--- config.mk ---
export PLATFORM = sky130hd
export DESIGN_NAME = ps2tx_flat
export DESIGN_NICKNAME = d
export VERILOG_FILES = /design/src/rtl/ps2_pkg.sv /design/src/rtl/ps2tx_if.sv /design/src/rtl/ps2_clk_filter.sv /design/src/rtl/ps2tx.sv /design/src/flat_wrapper.sv
export SDC_FILE = /design/constraint.sdc
export NUM_CORES = 1
export LEC_CHECK = 0
export ABC_AREA = 1
export CORE_ASPECT_RATIO = 0.75
export CORE_MARGIN = 5
export CORE_UTILIZATION = 45
export CTS_BUF_LIST = sky130_fd_sc_hd__clkbuf_16
export DETAILED_ROUTE_END_ITERATION = 10
export GPL_TIMING_DRIVEN = 0
export PLACE_DENSITY = 0.62
export SLEW_MARGIN = 20
export SYNTH_ARGS = -nofsm -noshare
export SYNTH_HDL_FRONTEND = slang
export SYNTH_HIERARCHICAL = 1
export SYNTH_SLANG_ARGS = --single-unit
--- constraint.sdc ---
create_clock -name clk -period 2.7 [get_ports clk]
set_clock_uncertainty 0.1 [all_clocks]
set_input_delay 0.27 -clock clk [delete_from_list [all_inputs] [get_ports clk]]
set_output_delay 0.27 -clock clk [all_outputs]
set_load 0.05 [all_outputs]
--- src/rtl/ps2_pkg.sv ---
// Shared PS/2 types and helpers for the host-side transmitter (and the receiver when it is revised).
package ps2_pkg;

    localparam int unsigned PS2_FILTER_W = 8;
    localparam int unsigned PS2_DATA_W   = 8;
    localparam int unsigned PS2_FRAME_W  = PS2_DATA_W + 1;
    localparam int unsigned PS2_BIT_W    = 4;

    typedef enum logic [2:0] {
        IDLE,
        RTS,
        START,
        DATA,
        STOP,
        ACK
    } ps2tx_state_t;

    function automatic logic odd_parity(input logic [PS2_DATA_W-1:0] d);
        return ~^d;
    endfunction

    // States in which the device owns the clock and the frame is in flight.
    function automatic logic in_frame(input ps2tx_state_t s);
        return (s == START) || (s == DATA) || (s == STOP) || (s == ACK);
    endfunction

endpackage

--- src/rtl/ps2tx_if.sv ---
// Host-side PS/2 transmitter bus: write request, raw pin levels in, pull-low enables and status out.
interface ps2tx_if;

    logic                             wr_ps2;
    logic [ps2_pkg::PS2_DATA_W-1:0]   din;
    logic                             ps2c_in;
    logic                             ps2d_in;
    logic                             ps2c_oe;
    logic                             ps2d_oe;
    logic                             tx_idle;
    logic                             tx_done_tick;
    logic                             tx_ack_err;
    logic                             tx_err_tick;

    modport master (
        output wr_ps2, din, ps2c_in, ps2d_in,
        input  ps2c_oe, ps2d_oe, tx_idle, tx_done_tick, tx_ack_err, tx_err_tick
    );

    modport slave (
        input  wr_ps2, din, ps2c_in, ps2d_in,
        output ps2c_oe, ps2d_oe, tx_idle, tx_done_tick, tx_ack_err, tx_err_tick
    );

endinterface

--- src/rtl/ps2_clk_filter.sv ---
// Glitch filter on the raw PS/2 clock: level changes only after 8 identical samples; flags falling edges.
module ps2_clk_filter
    import ps2_pkg::*;
(
    input  logic clk,
    input  logic reset_n,
    input  logic ps2c_in,
    output logic f_ps2c,
    output logic f_next_c,
    output logic fall_c
);

    logic [PS2_FILTER_W-1:0] filter;

    always_ff @(posedge clk or negedge reset_n) begin
        if (!reset_n) begin
            filter <= '0;
            f_ps2c <= 1'b0;
        end else begin
            filter <= {ps2c_in, filter[PS2_FILTER_W-1:1]};
            f_ps2c <= f_next_c;
        end
    end

    always_comb begin
        f_next_c = f_ps2c;
        if (&filter) begin
            f_next_c = 1'b1;
        end else if (~|filter) begin
            f_next_c = 1'b0;
        end
        fall_c = f_ps2c & ~f_next_c;
    end

endmodule

--- src/rtl/ps2tx.sv ---
// Host-to-device PS/2 transmitter: request-to-send, 8 data + odd parity + stop, then device ack check.
// Optional device-clock watchdog enabled by defining PS2TX_TIMEOUT_EN.
module ps2tx
    import ps2_pkg::*;
#(
    parameter int unsigned RTS_CYCLES     = 5000,
    parameter int unsigned TIMEOUT_CYCLES = 1000000
) (
    input  logic     clk,
    input  logic     reset_n,
    ps2tx_if.slave   bus
);

    localparam int unsigned RTS_W = $clog2(RTS_CYCLES + 1);

    ps2tx_state_t             state, state_next;
    logic [PS2_FRAME_W-1:0]   b_reg, b_next;
    logic [RTS_W-1:0]         rts_cnt, rts_next;
    logic [PS2_BIT_W-1:0]     n_reg, n_next;
    logic                     ack_r, ack_next;

    logic                     f_ps2c, f_next, fall;
    logic                     timeout;
    logic                     err_next;

    logic                     ps2c_oe_r, ps2d_oe_r, tx_idle_r;
    logic                     done_r, ack_err_r, err_r;
    logic                     ps2c_oe_d, ps2d_oe_d, tx_idle_d, done_d, ack_err_d;

    ps2_clk_filter u_filter (
        .clk      (clk),
        .reset_n  (reset_n),
        .ps2c_in  (bus.ps2c_in),
        .f_ps2c   (f_ps2c),
        .f_next_c (f_next),
        .fall_c   (fall)
    );

    // State and datapath registers.
    always_ff @(posedge clk or negedge reset_n) begin
        if (!reset_n) begin
            state   <= IDLE;
            b_reg   <= '0;
            rts_cnt <= '0;
            n_reg   <= '0;
            ack_r   <= 1'b0;
        end else begin
            state   <= state_next;
            b_reg   <= b_next;
            rts_cnt <= rts_next;
            n_reg   <= n_next;
            ack_r   <= ack_next;
        end
    end

    // Next state; the device clock is ignored in RTS because the host is driving it low.
    always_comb begin
        state_next = state;
        b_next     = b_reg;
        rts_next   = rts_cnt;
        n_next     = n_reg;
        ack_next   = ack_r;
        unique case (state)
            IDLE: begin
                if (bus.wr_ps2) begin
                    b_next     = {odd_parity(bus.din), bus.din};
                    rts_next   = RTS_W'(RTS_CYCLES - 1);
                    state_next = RTS;
                end
            end
            RTS: begin
                if (rts_cnt == '0) begin
                    state_next = START;
                end else begin
                    rts_next = rts_cnt - RTS_W'(1);
                end
            end
            START: begin
                if (timeout) begin
                    state_next = IDLE;
                end else if (fall) begin
                    n_next     = PS2_BIT_W'(8);
                    state_next = DATA;
                end
            end
            DATA: begin
                if (timeout) begin
                    state_next = IDLE;
                end else if (fall) begin
                    b_next = {1'b0, b_reg[PS2_FRAME_W-1:1]};
                    if (n_reg == '0) begin
                        state_next = STOP;
                    end else begin
                        n_next = n_reg - PS2_BIT_W'(1);
                    end
                end
            end
            STOP: begin
                if (timeout) begin
                    state_next = IDLE;
                end else if (fall) begin
                    ack_next   = bus.ps2d_in;
                    state_next = ACK;
                end
            end
            ACK: begin
                if (f_ps2c || timeout) begin
                    state_next = IDLE;
                end
            end
            default: state_next = IDLE;
        endcase
    end

    // Registered outputs are computed from next-cycle state so each one lines up with its state.
    always_comb begin
        ps2c_oe_d = 1'b0;
        ps2d_oe_d = 1'b0;
        tx_idle_d = 1'b0;
        done_d    = 1'b0;
        ack_err_d = 1'b0;
        ps2c_oe_d = (state_next == RTS);
        ps2d_oe_d = (state_next == START) || ((state_next == DATA) && !b_next[0]);
        tx_idle_d = (state_next == IDLE);
        done_d    = (state_next == ACK) && f_next;
        ack_err_d = done_d && ack_next;
    end

`ifdef PS2TX_TIMEOUT_EN
    localparam int unsigned WD_W = $clog2(TIMEOUT_CYCLES);

    logic [WD_W-1:0] wd_cnt, wd_next;

    // A completing ACK has priority over an expiring watchdog in the same cycle.
    assign timeout = in_frame(state) && (wd_cnt == WD_W'(TIMEOUT_CYCLES - 1))
                     && !((state == ACK) && f_ps2c);

    always_comb begin
        wd_next = wd_cnt + WD_W'(1);
        if (!in_frame(state_next)) begin
            wd_next = '0;
        end else if ((state_next == START) && (state != START)) begin
            wd_next = '0;
        end else if (fall) begin
            wd_next = '0;
        end
        err_next = in_frame(state_next) && (wd_next == WD_W'(TIMEOUT_CYCLES - 1))
                   && !((state_next == ACK) && f_next);
    end

    always_ff @(posedge clk or negedge reset_n) begin
        if (!reset_n) begin
            wd_cnt <= '0;
        end else begin
            wd_cnt <= wd_next;
        end
    end
`else
    logic unused_cfg;

    assign unused_cfg = ^TIMEOUT_CYCLES;
    assign timeout    = 1'b0;
    assign err_next   = 1'b0;
`endif

    // Output registers; reset releases both lines immediately.
    always_ff @(posedge clk or negedge reset_n) begin
        if (!reset_n) begin
            ps2c_oe_r <= 1'b0;
            ps2d_oe_r <= 1'b0;
            tx_idle_r <= 1'b1;
            done_r    <= 1'b0;
            ack_err_r <= 1'b0;
            err_r     <= 1'b0;
        end else begin
            ps2c_oe_r <= ps2c_oe_d;
            ps2d_oe_r <= ps2d_oe_d;
            tx_idle_r <= tx_idle_d;
            done_r    <= done_d;
            ack_err_r <= ack_err_d;
            err_r     <= err_next;
        end
    end

    assign bus.ps2c_oe      = ps2c_oe_r;
    assign bus.ps2d_oe      = ps2d_oe_r;
    assign bus.tx_idle      = tx_idle_r;
    assign bus.tx_done_tick = done_r;
    assign bus.tx_ack_err   = ack_err_r;
    assign bus.tx_err_tick  = err_r;

endmodule
--- src/flat_wrapper.sv ---
// flat-port wrapper written by rule: the top's interface ports become plain ports
module ps2tx_flat import ps2_pkg::*;
#(
    parameter int unsigned RTS_CYCLES     = 5000,
    parameter int unsigned TIMEOUT_CYCLES = 1000000
)
  (clk, reset_n, bus_wr_ps2, bus_din, bus_ps2c_in, bus_ps2d_in, bus_ps2c_oe, bus_ps2d_oe, bus_tx_idle, bus_tx_done_tick, bus_tx_ack_err, bus_tx_err_tick);
  ps2tx_if bus_i ();
  input  logic clk;
  input  logic reset_n;
  input wire logic [$bits(bus_i.wr_ps2)-1:0] bus_wr_ps2;
  input wire logic [$bits(bus_i.din)-1:0] bus_din;
  input wire logic [$bits(bus_i.ps2c_in)-1:0] bus_ps2c_in;
  input wire logic [$bits(bus_i.ps2d_in)-1:0] bus_ps2d_in;
  output wire logic [$bits(bus_i.ps2c_oe)-1:0] bus_ps2c_oe;
  output wire logic [$bits(bus_i.ps2d_oe)-1:0] bus_ps2d_oe;
  output wire logic [$bits(bus_i.tx_idle)-1:0] bus_tx_idle;
  output wire logic [$bits(bus_i.tx_done_tick)-1:0] bus_tx_done_tick;
  output wire logic [$bits(bus_i.tx_ack_err)-1:0] bus_tx_ack_err;
  output wire logic [$bits(bus_i.tx_err_tick)-1:0] bus_tx_err_tick;
  assign bus_i.wr_ps2 = bus_wr_ps2;
  assign bus_i.din = bus_din;
  assign bus_i.ps2c_in = bus_ps2c_in;
  assign bus_i.ps2d_in = bus_ps2d_in;
  assign bus_ps2c_oe = bus_i.ps2c_oe;
  assign bus_ps2d_oe = bus_i.ps2d_oe;
  assign bus_tx_idle = bus_i.tx_idle;
  assign bus_tx_done_tick = bus_i.tx_done_tick;
  assign bus_tx_ack_err = bus_i.tx_ack_err;
  assign bus_tx_err_tick = bus_i.tx_err_tick;
  ps2tx #(.RTS_CYCLES(RTS_CYCLES), .TIMEOUT_CYCLES(TIMEOUT_CYCLES)) u_core (.clk(clk), .reset_n(reset_n), .bus(bus_i));
endmodule
==> flow_metrics.env, run 1 <==
export IMPL_place_congestion=0.857
export IMPL_core_area_um2=4950
export IMPL_clkSlewWorstSetupHoldPaths_ns=0.06
export IMPL_status="finished clean"
export IMPL_seq_area_um2=1100
export IMPL_holdBufCountCts=1
export IMPL_critPathKind="reg -> reg"
export IMPL_cp_data_required_time_ns=2.76
export IMPL_hold_viol_final=0
export IMPL_first_pass_iters=4
export IMPL_slew_viol_final=0
export IMPL_clk_latency_ns=0.28
export IMPL_period_needed_ns=1.97
export IMPL_syn_to_final_growth_pct=18.7
export IMPL_synthArstFlopShare=1.00
export IMPL_dp_hpwl_um=3410
export IMPL_post_cts_setup_buffer_count=0
export IMPL_grt_overflow_total=0
export IMPL_grt_pass1_wl_um=7970
export IMPL_ios=19
export IMPL_dieWidth_um=93.0
export IMPL_grt_pass1_vias=1715
export IMPL_ys_types=31
export IMPL_yosysMostFrequentCell="nand2_1"
export IMPL_setup_viol=0
export IMPL_vdd_ir_drop_worst_mv=0.353
export IMPL_die_area_um2=6720
export IMPL_root_buffer="clkbuf_16"
export IMPL_cts_sink_count=44
export IMPL_fin_crit_sh=0.728
export IMPL_synth_edff_count=0
export IMPL_ys_ff_latch=44
export IMPL_crit_arrival_ns=2.02
export IMPL_crit_path_start_kind="register"
export IMPL_start_util=0.469
export IMPL_postRouteWirelength_um=4480
export IMPL_cts_buffer_depth=2
export IMPL_post_cts_resized=0
export IMPL_synth_area_um2=2320
export IMPL_drc=0
export IMPL_synth_area_leaders="dfrtp_1 (46%), nand2_1 (14%), nand3_1 (6.0%)"
export IMPL_maxCapViolCount=0
export IMPL_syn_nets=307
export IMPL_p_per_area_nw_per_um2=512
export IMPL_critical_path_max_fanout=10
export IMPL_p_leak_uw=0.00134
export IMPL_nFillCells=460
export IMPL_antenna_left=0
export IMPL_drive_gt1_frac=0.0912
export IMPL_num_antenna_cells=0
export IMPL_end_kind="register"
export IMPL_max_clock_freq_mhz=509
export IMPL_routed_via_density=4.92
export IMPL_grt_start_max_net_pins=26
export IMPL_vias=1859
export IMPL_largest_reg_flops=13
export IMPL_ys_seq_area_frac=0.474
export IMPL_hold_worst_slack_ns=0.299
export IMPL_io_buffer_count=17
export IMPL_cts_buffers=5
export IMPL_die_h_um=72.2
export IMPL_cts_tree="built"
export IMPL_htree_levels=2
export IMPL_antenna_found_initial=0
export IMPL_worst_slew_pin_slew_ns=0.500
export IMPL_yosysWarnings=6
export IMPL_nets=333
export IMPL_drtIter0Drc=66
export IMPL_ys_flop_type="dfrtp_1"
export IMPL_grt_usage=0.149
export IMPL_wl_per_cell_um=11.8
export IMPL_final_setup_tns_ns=0
export IMPL_hold_path_class="reg -> reg"
export IMPL_yosysTopAreaCell="dfrtp_1"
export IMPL_avgSynthCellArea_um2=7.99
export IMPL_rsz0062_at_grt="no"
export IMPL_multiInputGateArea_um2=1040
export IMPL_synth_common_cells="nand2_1 (85), dfrtp_1 (43), inv_1 (34), nor2_1 (34), nand3_1 (28)"
export IMPL_max_slew_margin_rel=0.666
export IMPL_floorplan_rows=22
export IMPL_syn_inst=291
export IMPL_synth_top_area_share=0.463
## kinds of logic after synthesis
| group | Yosys count | share of synthesized area |
|---|---|---|
| AND/OR/NAND/NOR | 165 | 0.314 |
| buffers and inverters | 41 | 0.0775 |
| AO/OA/AOI/OAI | 27 | 0.0786 |
| XOR/XNOR | 10 | 0.0377 |
| flip-flops | 44 | 0.474 |
| adder cells (fa/ha/maj) | 3 | 0.0161 |
| other | 1 | 0.00161 |
## cells in the final DEF, fill, tap and decap left out, types with 5 or more instances in the layout
cell type and n:
inv_1 35, o221ai_1 5, xor2_1 6, dfrtp_1 43
clkdlybuf4s50_1 16, nor2_1 34, nand2_1 85, nand3_1 28
o21ai_0 6, clkbuf_16 5
## worst max-delay path, cell delays in order (launching register included)
cell	delay, ns
dfrtp_1	0.38
inv_1	0.17
ha_1	0.28
nand2_1	0.15
nor2_1	0.25
nand3_4	0.15
nand2_8	0.13
buf_12	0.14
o21ai_0	0.08
## final timing paths
kind	from	endpoint	slack [ns]	cells past startpoint
worst max-delay path	u_core/rts_cnt[0]	u_core/rts_cnt[2]	0.73	8
worst min-delay path	u_core/u_filter/filter[1]	u_core/u_filter/filter[0]	0.30	0
worst max register to register	u_core/rts_cnt[0]	u_core/rts_cnt[2]	0.73	8
worst min register to register	u_core/u_filter/filter[1]	u_core/u_filter/filter[0]	0.30	0
max in group asynchronous	reset_n	u_core/rts_cnt[0]	1.63	3
min in group asynchronous	reset_n	u_core/ack_r	0.38	2
## metal layers
layer / up-vias / part of all wire / global-route usage
li1: 982 / - / -
met1: 858 / 0.57 / 0.234
met2: 17 / 0.40 / 0.208
met3: 2 / 0.025 / 0.0311
met4: 0 / 0.0060 / 0.0390
met5: - / 0 / 0
## area by class of cell
class / count / area share
Clock inverter: 3 / 0.0141
Tap cell: 60 / 0.0272
Timing Repair Buffer: 19 / 0.0707
Inverter: 37 / 0.0512
Multi-Input combinational cell: 206 / 0.378
Buffer: 4 / 0.0141
Sequential cell: 44 / 0.400
Clock buffer: 5 / 0.0454
## stage by stage
| step | std cells | setup WS, ns | util | total power [uW] | area (um2) |
|---|---|---|---|---|---|
| finish | 378 | 0.734 | 0.557 | 1410 | 2760 |
| global route | 378 | 0.453 | 0.557 | 1460 | 2760 |
| CTS | 378 | 0.716 | 0.557 | 1430 | 2760 |
| detailed placement | 369 | 0.728 | 0.522 | 753 | 2580 |
| global placement | 368 | 0.0584 | 0.519 | 749 | 2570 |
| floorplan | 291 | 1.03 | - | 710 | 2320 |
## report_power, final
part / switching (uW) / leakage (uW) / internal (uW)
registers: 5.57 / 0.000520 / 667
logic: 35.9 / 0.000731 / 31.5
clock network: 240 / 0.0000850 / 431
total: 282 / 0.00134 / 1130
Power figures use the tool's default switching activity.
==> run 2, diff against run 1 <==
==> constraint.sdc (replaced) <==
create_clock -name clk -period 1.94 [get_ports clk]
set_clock_uncertainty 0.1 [all_clocks]
set_input_delay 0.194 -clock clk [delete_from_list [all_inputs] [get_ports clk]]
set_output_delay 0.194 -clock clk [all_outputs]
set_load 0.05 [all_outputs]
==> flow_metrics.env, run 2 (synthesis gave the netlist of run 1 again) <==
export IMPL_ios=19
export IMPL_hold_path_class="in -> reg"
export IMPL_start_util=0.469
export IMPL_switching_share=0.200
export IMPL_post_cts_setup_buffer_count=0
export IMPL_core_area_um2=4950
export IMPL_nets=332
export IMPL_root_buffer="clkbuf_16"
export IMPL_min_from="bus_ps2c_in"
export IMPL_clk_latency_ns=0.28
export IMPL_worst_path_max_delay_cell="clkdlybuf4s50_1"
export IMPL_power_switching_uw=393
export IMPL_reg2reg_to="u_core/rts_cnt[2]"
export IMPL_path_delay_family="buffers and inverters"
export IMPL_worst_slew_pin_slew_ns=0.500
export IMPL_dieWidth_um=93.0
export IMPL_first_pass_iters=4
export IMPL_cts_buffer_depth=2
export IMPL_final_setup_tns_ns=0
export IMPL_multiInputGateArea_um2=1060
export IMPL_final_cell_mix="nand2_1 (85), dfrtp_1 (43), inv_1 (33), nor2_1 (33), nand3_1 (28)"
export IMPL_nFillCells=457
export IMPL_syn_to_final_growth_pct=19.2
export IMPL_antenna_left=0
export IMPL_clkSlewWorstSetupHoldPaths_ns=0.06
export IMPL_ff2ff_setup_slack_ns=0.16
export IMPL_dp_slack_ns=-0.0316
export IMPL_period_needed_ns=1.87
export IMPL_fin_crit_sh=0.965
export IMPL_vias=1875
export IMPL_critical_path_max_fanout=1
export IMPL_cts_buffers=5
export IMPL_largest_reg_flops=13
export IMPL_maxCapViolCount=0
export IMPL_place_congestion=0.857
export IMPL_post_route_cell_area_um2=2770
export IMPL_status="finished clean"
export IMPL_rsz0062_at_grt="no"
export IMPL_postRouteWirelength_um=4530
export IMPL_drive_gt1_frac=0.104
export IMPL_grt_pass1_wl_um=7960
export IMPL_vdd_ir_drop_worst_mv=0.493
export IMPL_drtIter0Drc=110
export IMPL_min_delay_worst_endpoint="u_core/u_filter/filter[7]"
export IMPL_num_antenna_cells=0
export IMPL_setup_viol=0
export IMPL_io_buffer_count=17
export IMPL_crit_chain="clkdlybuf4s50_1"
export IMPL_grt_start_max_net_pins=26
export IMPL_drc=0
export IMPL_path_buf_inv=1
export IMPL_crit_path_start_kind="register"
export IMPL_hold_depth=1
export IMPL_dp_hpwl_um=3410
export IMPL_max_clock_freq_mhz=534
export IMPL_grt_overflow_total=0
export IMPL_end_kind="primary output"
export IMPL_crit_arrival_ns=1.58
export IMPL_seq_area_um2=1100
export IMPL_grt_pass1_vias=1709
export IMPL_floorplan_rows=22
export IMPL_p_leak_uw=0.00133
export IMPL_cts_sink_count=44
export IMPL_slowest_delay_ns=0.79
export IMPL_final_common_cell="nand2_1"
export IMPL_antenna_found_initial=0
export IMPL_cts_tree="built"
export IMPL_pwr_share_seq=0.477
export IMPL_routed_via_density=4.97
export IMPL_die_h_um=72.2
export IMPL_setup_ws_ns=0.0674
export IMPL_fin_util=0.559
export IMPL_reg2reg_from="u_core/rts_cnt[0]"
export IMPL_slew_viol_final=0
export IMPL_critPathKind="reg -> out"
export IMPL_ff2ff_path_depth=8
export IMPL_grt_usage=0.149
export IMPL_hold_viol_final=0
export IMPL_cp_data_required_time_ns=1.65
export IMPL_htree_levels=2
export IMPL_intPower_uw=1570
export IMPL_max_slew_margin_rel=0.666
export IMPL_p_per_area_nw_per_um2=709
export IMPL_die_area_um2=6720
export IMPL_wl_per_cell_um=12.0
export IMPL_clkPwrFrac=0.476
export IMPL_pwr_share_comb=0.048
export IMPL_placed_area_um2=2580
==> run 2: changes by cell type in the layout (fill, tap and decap cells not counted), sizes merged <==
cell,previous run,this run
clkbuf,6,5
==> run 2: metal layers <==
metal / up-vias / track usage / wire [um]
met4: 0 / 0.0390 / 27
met5: - / 0 / 0
met3: 2 / 0.0311 / 188
met1: 854 / 0.234 / 2490
met2: 38 / 0.208 / 1820
li1: 981 / - / -
==> run 2: worst max path at each step <==
stage                                  start                end  slack (ns)  cells past startpoint
after floorplan            u_core/rts_cnt[0]  u_core/rts_cnt[2]        0.27                      8
after global placement               reset_n    u_core/n_reg[3]       -0.63                      1
after detailed placement   u_core/rts_cnt[0]  u_core/rts_cnt[2]       -0.03                      8
after CTS                  u_core/rts_cnt[0]  u_core/rts_cnt[2]        0.02                      8
after global routing       u_core/rts_cnt[0]  u_core/rts_cnt[2]        0.02                      8
final                     u_core/bus.tx_idle        bus_tx_idle        0.07                      1
==> run 2: power groups by stage <==
stage / registers [uW] / logic [uW] / clock network [uW]
2_1_floorplan: 952 / 36.8 / 0
3_3_place_gp: 953 / 89.6 / 0
3_5_place_dp: 953 / 94.1 / 0
4_1_cts: 937 / 96.4 / 957
5_1_grt: 938 / 105 / 992
6_report: 937 / 93.7 / 935
==> run 2: cell type report <==
type                       instances  share of cell area
sequential                        44               0.398
multi-input combinational        206               0.382
timing repair buffer              19              0.0705
inverter                          37              0.0510
clock buffer                       5              0.0452
tap                               60              0.0271
clock inverter                     3              0.0140
buffer                             3              0.0126
==> run 2: repair_timing <==
| item | CTS | global route |
|---|---|---|
| endpoints found under the setup margin | 9 | 18 |
| hold endpoints to repair | 18 | 0 |
| hold buffers | 1 | 0 |
| resized for setup | 1 | 5 |
==> run 2: through the flow <==
| stage | power, uW | std cells | hold WS, ns |
|---|---|---|---|
| 4_1_cts | 1990 | 377 | 0.254 |
| 5_1_grt | 2030 | 377 | 0.248 |
| 2_1_floorplan | 988 | 291 | -0.202 |
| 3_3_place_gp | 1040 | 368 | 0.280 |
| 6_report | 1970 | 377 | 0.258 |
| 3_5_place_dp | 1050 | 369 | 0.0875 |
